### config.mk
export PLATFORM = sky130hd
export DESIGN_NAME = seg_scan_ctrl
export DESIGN_NICKNAME = d
export VERILOG_FILES = /design/src/rtl/seg_scan_ctrl.sv
export SDC_FILE = /design/constraint.sdc
export NUM_CORES = 1
export LEC_CHECK = 0
export CAP_MARGIN = 20
export CELL_PAD_IN_SITES_DETAIL_PLACEMENT = 2
export CELL_PAD_IN_SITES_GLOBAL_PLACEMENT = 2
export CORE_ASPECT_RATIO = 1.4
export CORE_MARGIN = 3
export CORE_UTILIZATION = 40
export DETAILED_ROUTE_END_ITERATION = 7
export PLACE_DENSITY = 0.8
export SYNTH_ARGS = -nofsm -noshare
export SYNTH_HDL_FRONTEND = slang
export SYNTH_SLANG_ARGS = --single-unit
### constraint.sdc
create_clock -name clk -period 14.65 [get_ports clk]
set_input_delay 2.1975 -clock clk [delete_from_list [all_inputs] [get_ports clk]]
set_output_delay 2.1975 -clock clk [all_outputs]
set_load 0.02 [all_outputs]
### src/rtl/seg_scan_ctrl.sv
// Time-multiplexed common-anode seven-segment scan driver with PWM brightness, blink and
// frame-synchronous double buffering. din_vld is a valid-only strobe (no ready): every strobe is taken.
module seg_scan_ctrl #(
   parameter int DIG_NUM      = 6,
   parameter int TIME_SCAN    = 25_000,
   parameter int BLINK_FRAMES = 50
) (
   input  logic                   clk,
   input  logic                   rst_n,
   input  logic [8*DIG_NUM-1:0]   din,
   input  logic                   din_vld,
   input  logic [DIG_NUM-1:0]     din_mask,
   input  logic [DIG_NUM-1:0]     din_dp,
   input  logic [DIG_NUM-1:0]     din_blink,
   input  logic [3:0]             bright,
   output logic [DIG_NUM-1:0]     sel,
   output logic [7:0]             dig,
   output logic                   frame_done
);

   localparam int CW = $clog2(TIME_SCAN);
   localparam int IW = (DIG_NUM > 1) ? $clog2(DIG_NUM) : 1;
   localparam int BW = (BLINK_FRAMES > 1) ? $clog2(BLINK_FRAMES) : 1;
   localparam int OW = CW + 5;

   typedef struct packed {
      logic [8*DIG_NUM-1:0] data;
      logic [DIG_NUM-1:0]   mask;
      logic [DIG_NUM-1:0]   dp;
      logic [DIG_NUM-1:0]   blink;
      logic [3:0]           bright;
   } cfg_t;

   localparam cfg_t CFG_RST = '{data: '0, mask: '0, dp: '0, blink: '0, bright: 4'hF};

   logic [CW-1:0]      cnt_scan, cnt_nxt;
   logic [IW-1:0]      idx, idx_nxt;
   logic [BW-1:0]      blink_cnt, bcnt_nxt;
   logic               blink_ph, ph_nxt;
   logic               pending;
   cfg_t               act, shd, act_nxt, live;
   logic               slot_end, fb, blink_wrap;
   logic [OW-1:0]      on_time;
   logic [7:0]         glyph;
   logic               lit;
   logic [DIG_NUM-1:0] sel_d;
   logic [7:0]         dig_d;

   function automatic logic [6:0] decode(input logic [7:0] code);
      case (code)
         8'd0:    decode = 7'h40;
         8'd1:    decode = 7'h79;
         8'd2:    decode = 7'h24;
         8'd3:    decode = 7'h30;
         8'd4:    decode = 7'h19;
         8'd5:    decode = 7'h12;
         8'd6:    decode = 7'h02;
         8'd7:    decode = 7'h78;
         8'd8:    decode = 7'h00;
         8'd9:    decode = 7'h10;
         8'd10:   decode = 7'h08;
         8'd11:   decode = 7'h03;
         8'd12:   decode = 7'h46;
         8'd13:   decode = 7'h21;
         8'd14:   decode = 7'h06;
         8'd15:   decode = 7'h0E;
         8'h52:   decode = 7'h2F;  // 'R' -> r
         8'h44:   decode = 7'h21;  // 'D' -> d
         8'h50:   decode = 7'h0C;  // 'P'
         8'h4E:   decode = 7'h2B;  // 'N' -> n
         8'h53:   decode = 7'h12;  // 'S'
         default: decode = 7'h7F;
      endcase
   endfunction

   // Next-state of the scan position; outputs are registered from these so that
   // frame_done, the new active config and digit 0 all appear on the same edge.
   always_comb begin
      slot_end   = (cnt_scan == CW'(TIME_SCAN - 1));
      fb         = slot_end && (idx == IW'(DIG_NUM - 1));
      cnt_nxt    = slot_end ? '0 : cnt_scan + 1'b1;
      idx_nxt    = fb ? '0 : (slot_end ? idx + 1'b1 : idx);
      blink_wrap = fb && (blink_cnt == BW'(BLINK_FRAMES - 1));
      bcnt_nxt   = !fb ? blink_cnt : (blink_wrap ? '0 : blink_cnt + 1'b1);
      ph_nxt     = blink_ph ^ blink_wrap;
      live       = '{data: din, mask: din_mask, dp: din_dp, blink: din_blink, bright: bright};
      act_nxt    = act;
      if (fb && (pending || din_vld))
         act_nxt = din_vld ? live : shd;
   end

   always_comb begin
      on_time = ((OW'(act_nxt.bright) + OW'(1)) * OW'(TIME_SCAN)) >> 4;
      glyph   = act_nxt.data[32'(idx_nxt)*8 +: 8];
      lit     = !act_nxt.mask[idx_nxt] && !(act_nxt.blink[idx_nxt] && ph_nxt) &&
                ({{(OW-CW){1'b0}}, cnt_nxt} < on_time);
      sel_d   = '1;
      dig_d   = 8'hFF;
      if (lit) begin
         sel_d = ~(DIG_NUM'(1) << idx_nxt);
         dig_d = {~act_nxt.dp[idx_nxt], decode(glyph)};
      end
   end

   always_ff @(posedge clk or negedge rst_n) begin
      if (!rst_n) begin
         cnt_scan   <= '0;
         idx        <= '0;
         blink_cnt  <= '0;
         blink_ph   <= 1'b0;
         pending    <= 1'b0;
         act        <= CFG_RST;
         shd        <= CFG_RST;
         sel        <= '1;
         dig        <= 8'hFF;
         frame_done <= 1'b0;
      end else begin
         cnt_scan   <= cnt_nxt;
         idx        <= idx_nxt;
         blink_cnt  <= bcnt_nxt;
         blink_ph   <= ph_nxt;
         pending    <= fb ? 1'b0 : (pending | din_vld);
         act        <= act_nxt;
         if (din_vld)
            shd <= live;
         sel        <= sel_d;
         dig        <= dig_d;
         frame_done <= fb;
      end
   end

endmodule
# After elaboration in Yosys (flattened, before gate mapping)
# Cells that the tools add are included.
totals:
  register_bits: 181
  latch_bits: 0
  ram_bits: 0
  romBits: 0
  input_bits: 73
  out_inout_bits: 15
  mem_count: 0
classes:
  n_addsub: 4
  n_mul: 1
  div: 0
  n_lt_le_gt_ge: 2
  n_eq_ne: 23
  n_shift: 2
  mux: 16
  bitwise: 4
  n_reduce_logical: 12
ops:
  columns: ["cell", "n"]
  rows:
  - ["2-to-1 mux 70 bit", 2]
  - ["one-hot mux 7 bit (19 select lines)", 1]
  - ["equality test 8 x 4 -> 1 bit (second input constant)", 8]
  - ["variable part select 48 x 7 -> 8 bit", 1]
  - ["equality test 8 x 7 -> 1 bit (second input constant)", 5]
  - ["equality test 8 x 3 -> 1 bit (second input constant)", 4]
  - ["multiplier 5 x 12 -> 17 bit (second input constant)", 1]
  - ["equality test 8 x 2 -> 1 bit (second input constant)", 2]
  - ["< comparator 15 x 16 -> 1 bit", 1]
  - ["adder 15 x 1 -> 15 bit (second input constant)", 1]
  - ["equality test 15 bit (second input constant)", 1]
  - ["2-to-1 mux 15 bit", 1]
  - ["2-to-1 mux 6 bit", 2]
  - ["binary-select mux 1 bit (select 3 bit)", 3]
  - ["equality test 8 x 1 -> 1 bit (second input constant)", 1]
  - ["zero test 8 bit", 1]
  - ["2-to-1 mux 8 bit", 1]
  - ["adder 6 x 1 -> 6 bit (second input constant)", 1]
  - ["equality test 6 bit (second input constant)", 1]
  - ["logical AND 1 bit", 6]
  - ["2-to-1 mux 3 bit", 2]
  - ["inverter 6 bit", 1]
  - ["<< shifter 1 x 3 -> 6 bit (first input constant)", 1]
  - ["adder 4 x 1 -> 5 bit (second input constant)", 1]
  - ["other kinds (10)", 15]

# Longest topological paths before layout
logic_depth:
  depth_word: 11
  depth_mapped: 35
  mapped_depth_nobuf: 33

# Worst setup path after synthesis
# Ideal clock, no wire load.
synth_timing:
  kind: "input-to-reg"
  start: "in din_vld"
  end: "reg dig[3]"
  setup_time_ps: 92
  arrival_ps: 9095
  path_slack_ps: 5463
  path_stages: 32
  path_cell_list: "clkbuf_1 > buf_1 > clkbuf_1 > buf_1 > mux2_2 > mux2i_1 > inv_1 > ha_1 > xnor2_1 > ha_1 > xor2_1 > ha_1 > ha_1 > ha_1 > a21o_1 > a21oi_1 > o21bai_1 > a21oi_1 > o21bai_1 > a21o_1 > a21o_1 > a21o_1 > a21oi_1 > xor2_1 > ha_1 > a2111oi_0 > o211ai_1 > o21a_1 > o311ai_0 > and4_1 > nor3b_1 > o21ai_1"
synth_rtl:
  columns: ["item", "line_no", "source"]
  rows:
  - ["start: declaration", "11", "input logic din_vld,"]
  - ["end signal: assignment", "127", "dig <= dig_d;"]
  - ["end: declaration", "17", "output logic [7:0] dig,"]

==> impl_metrics.json <==
{
  "drt_pre_antenna_iters": 4,
  "rows": 66,
  "synth-seq-cells": 181,
  "nets": 1090,
  "async_flop_share": 1.00,
  "cp.arrival_ns": 10.54,
  "cpPeakStageDelay_ns": 0.81,
  "syn_inst": 889,
  "clk_pin_slew_worst_paths_ns": 0.07,
  "relSlewSlack": 0.262,
  "drtIter0Drc": 300,
  "drt-met1-wl_mm": 11.9,
  "coreArea_mm2": 0.0236,
  "cts.sinks": 181,
  "gp_congestion": 0.847,
  "place_inst": 1252,
  "fin_cells": 1284,
  "tightest_slew_ns": 1.10,
  "maxCapViolCount": 0,
  "layout-drive-gt1-share": 0.187,
  "totalWireLength_mm": 29.6,
  "ys_types": 84,
  "cts_resized": 0,
  "grt_first_pass_wirelength_mm": 47.5,
  "grt_max_degree": 107,
  "hold_viol": 0,
  "max-clock-path-buffers": 2,
  "finalMaxSlewViolations": 0,
  "io_pins": 88,
  "antenna_found_initial": 0,
  "io_buffers": 87,
  "cp.required_ns": 14.99,
  "htreeDepth": 4,
  "top_layer": "met4",
  "final_cell_mix": "dfrtp_1 (159), mux2_2 (102), clkdlybuf4s50_1 (85)",
  "clockPowerShare": 0.421,
  "cts-root-buf": "clkbuf_16",
  "peakVddDrop_v": 0.0000840,
  "die-height_um": 191,
  "clock_skew_ns": 0.0117,
  "internal_power_uw": 853,
  "cp_max_fo": 36,
  "rsz0062_at_grt": "false",
  "cellLeakagePower_nw": 5.15,
  "power_switching_uw": 267,
  "setup_viol": 0,
  "fin_setup_tns_ns": 0,
  "powerDensity_mw_per_mm2": 97.6,
  "p_sw_frac": 0.238,
  "cts_setup_buffers": 0,
  "synthesis.nets": 1014,
  "layout_commonest_cell": "dfrtp_1",
  "yosys_warnings": 0,
  "max_freq_ghz": 0.0980,
  "overflow": 0,
  "area_growth_pct": 17.8,
  "met3_length_um": 707,
  "min_period_ns": 10.21,
  "fillers": 2425,
  "viasPerCell": 5.81,
  "status": "complete, no violations",
  "drc": 0,
  "pwr-share-comb": 0.103,
  "ant_nets": 0,
  "syn-cell-area_mm2": 0.00974,
  "insertion_delay_ns": 0.45,
  "tritoncts": "built",
  "start_kind": "input port",
  "period_share": 0.697,
  "hp-class": "reg2reg",
  "hold_slack_ns": 0.484,
  "synth_edf_count": 0,
  "critical_path.most_common_cell": "ha_1",
  "grt_use_total": 0.236,
  "die_w_um": 138,
  "wl_per_cell_um": 23.1,
  "end_kind": "register",
  "setup_slack_ns": 4.44,
  "dpl.hpwl_mm": 21.0,
  "place_ws_ns": 4.00,
  "avgSynthCellArea_um2": 11.0,
  "ys_seq_area_frac": 0.468,
  "n_antenna_cell": 0,
  "dieArea_mm2": 0.0263,
  "path_class": "in2reg",
  "yosys_most_used_dff": "dfrtp_1",
  "numCtsBuffers": 17,
  "slowest_stage": "mux2i_1",
  "placed_cell_area_mm2": 0.0109,
  "hold_buffers": 0,
  "dr_wl_met2_mm": 16.3,
  "start_util": 0.412,
  "vias": 7459,
  "grt_pass1_vias": 8484,
  "seqPwrFrac": 0.476,
  "fin_area_mm2": 0.0115
}
## layer usage
| metal | GRT usage | vias up |
|---|---|---|
| li1 | - | 3385 |
| met1 | 0.279 | 3915 |
| met2 | 0.439 | 118 |
| met3 | 0.0293 | 41 |
| met4 | 0.0738 | 0 |
| met5 | 0 | - |
## path summary, 6_finish.rpt
kind                       startpoint        to  slack [ns]  cells past startpoint
hold / removal                 act[4]    act[4]        0.48                      2
hold reg to reg                act[4]    act[4]        0.48                      2
setup / recovery              din_vld    dig[2]        4.44                     32
setup reg to reg               idx[1]    dig[2]        5.48                     33
min in group asynchronous       rst_n   shd[49]        1.89                      1
max in group asynchronous       rst_n  blink_ph       11.20                      2
## critical path, delay by kind of cell
| kind | cells | cell delay (ns) |
|---|---|---|
| buf+inv | 3 | 0.91 |
| fa+ha+maj | 6 | 1.64 |
| mux | 1 | 0.81 |
| xor+xnor | 3 | 0.66 |
| simple gates | 4 | 1.13 |
| compound gates | 15 | 3.17 |
## power by group through the flow
stage                     sequential [mW]  clock, mW  combinational (mW)
after global routing                0.535      0.500               0.129
after detailed placement            0.541          0               0.116
after global placement              0.540          0               0.112
after CTS                           0.533      0.480               0.118
final                               0.533      0.472               0.116
after floorplan                     0.540          0              0.0603
## kinds of logic (layout without fill, tap and decap cells)
group | after synthesis | in the layout | share of synthesized area
AOI/OAI and AO/OA | 194 | 194 | 0.141
xor gates and xnor gates | 28 | 28 | 0.0252
adders and majority gates | 53 | 53 | 0.0688
buffers and inverters | 80 | 169 | 0.0339
DFF | 181 | 181 | 0.468
muxes | 128 | 128 | 0.145
and+or+nand+nor | 225 | 225 | 0.118
## sequential cells by signal, indices dropped and copies added (netlist names)
register,cells
shd,70
pending,1
dig,8
act,70
cnt_scan,15
sel,6
blink_ph,1
frame_done,1
idx,3
blink_cnt,6
## synthesized netlist by cell type (3+ instances only)
cell type / n / share of area
dfrtp_1: 159 / 0.41
mux2_2: 102 / 0.12
nand2_1: 64 / 0.025
nor2_1: 56 / 0.022
ha_1: 51 / 0.066
inv_1: 40 / 0.015
a21oi_1: 33 / 0.017
o21ai_0: 31 / 0.016
mux2i_1: 24 / 0.025
a211oi_1: 22 / 0.017
dfstp_2: 22 / 0.059
a21o_1: 20 / 0.015
nor3_1: 20 / 0.010
nand3_1: 19 / 0.0098
clkbuf_1: 18 / 0.0069
xnor2_1: 15 / 0.013
xor2_1: 13 / 0.012
buf_2: 10 / 0.0051
nand4_1: 10 / 0.0064
a31oi_1: 9 / 0.0058
and2_1: 8 / 0.0051
o22ai_1: 7 / 0.0045
buf_1: 6 / 0.0023
o21a_1: 6 / 0.0046
o21ai_1: 6 / 0.0031
a2111oi_0: 5 / 0.0045
a221oi_1: 5 / 0.0045
nor2b_1: 5 / 0.0032
nor3b_1: 5 / 0.0039
nor4_1: 5 / 0.0032
o211ai_1: 5 / 0.0039
or3_1: 5 / 0.0032
a41oi_1: 4 / 0.0036
and3_1: 4 / 0.0026
a31o_2: 3 / 0.0027
nand2b_1: 3 / 0.0019
nand3b_1: 3 / 0.0023
o21bai_1: 3 / 0.0023
o32a_1: 3 / 0.0031
o32ai_1: 3 / 0.0027
## cell type report
class,instances,area (µm²),share of cell area
Sequential cell,181,4560,0.397
Clock buffer,24,462,0.0403
Multi-Input combinational cell,628,4860,0.423
Clock inverter,8,126,0.0110
Timing Repair Buffer,94,922,0.0804
Tap cell,306,383,0.0334
Inverter,43,164,0.0143
## per-stage QoR
| stage | power [mW] | utilization |
|---|---|---|
| final | 1.12 | 0.486 |
| after CTS | 1.13 | 0.486 |
| after global placement | 0.651 | 0.461 |
| after floorplan | 0.601 | - |
| after global routing | 1.16 | 0.486 |
| after detailed placement | 0.658 | 0.461 |
No activity file was read; power rests on OpenSTA's default activity.
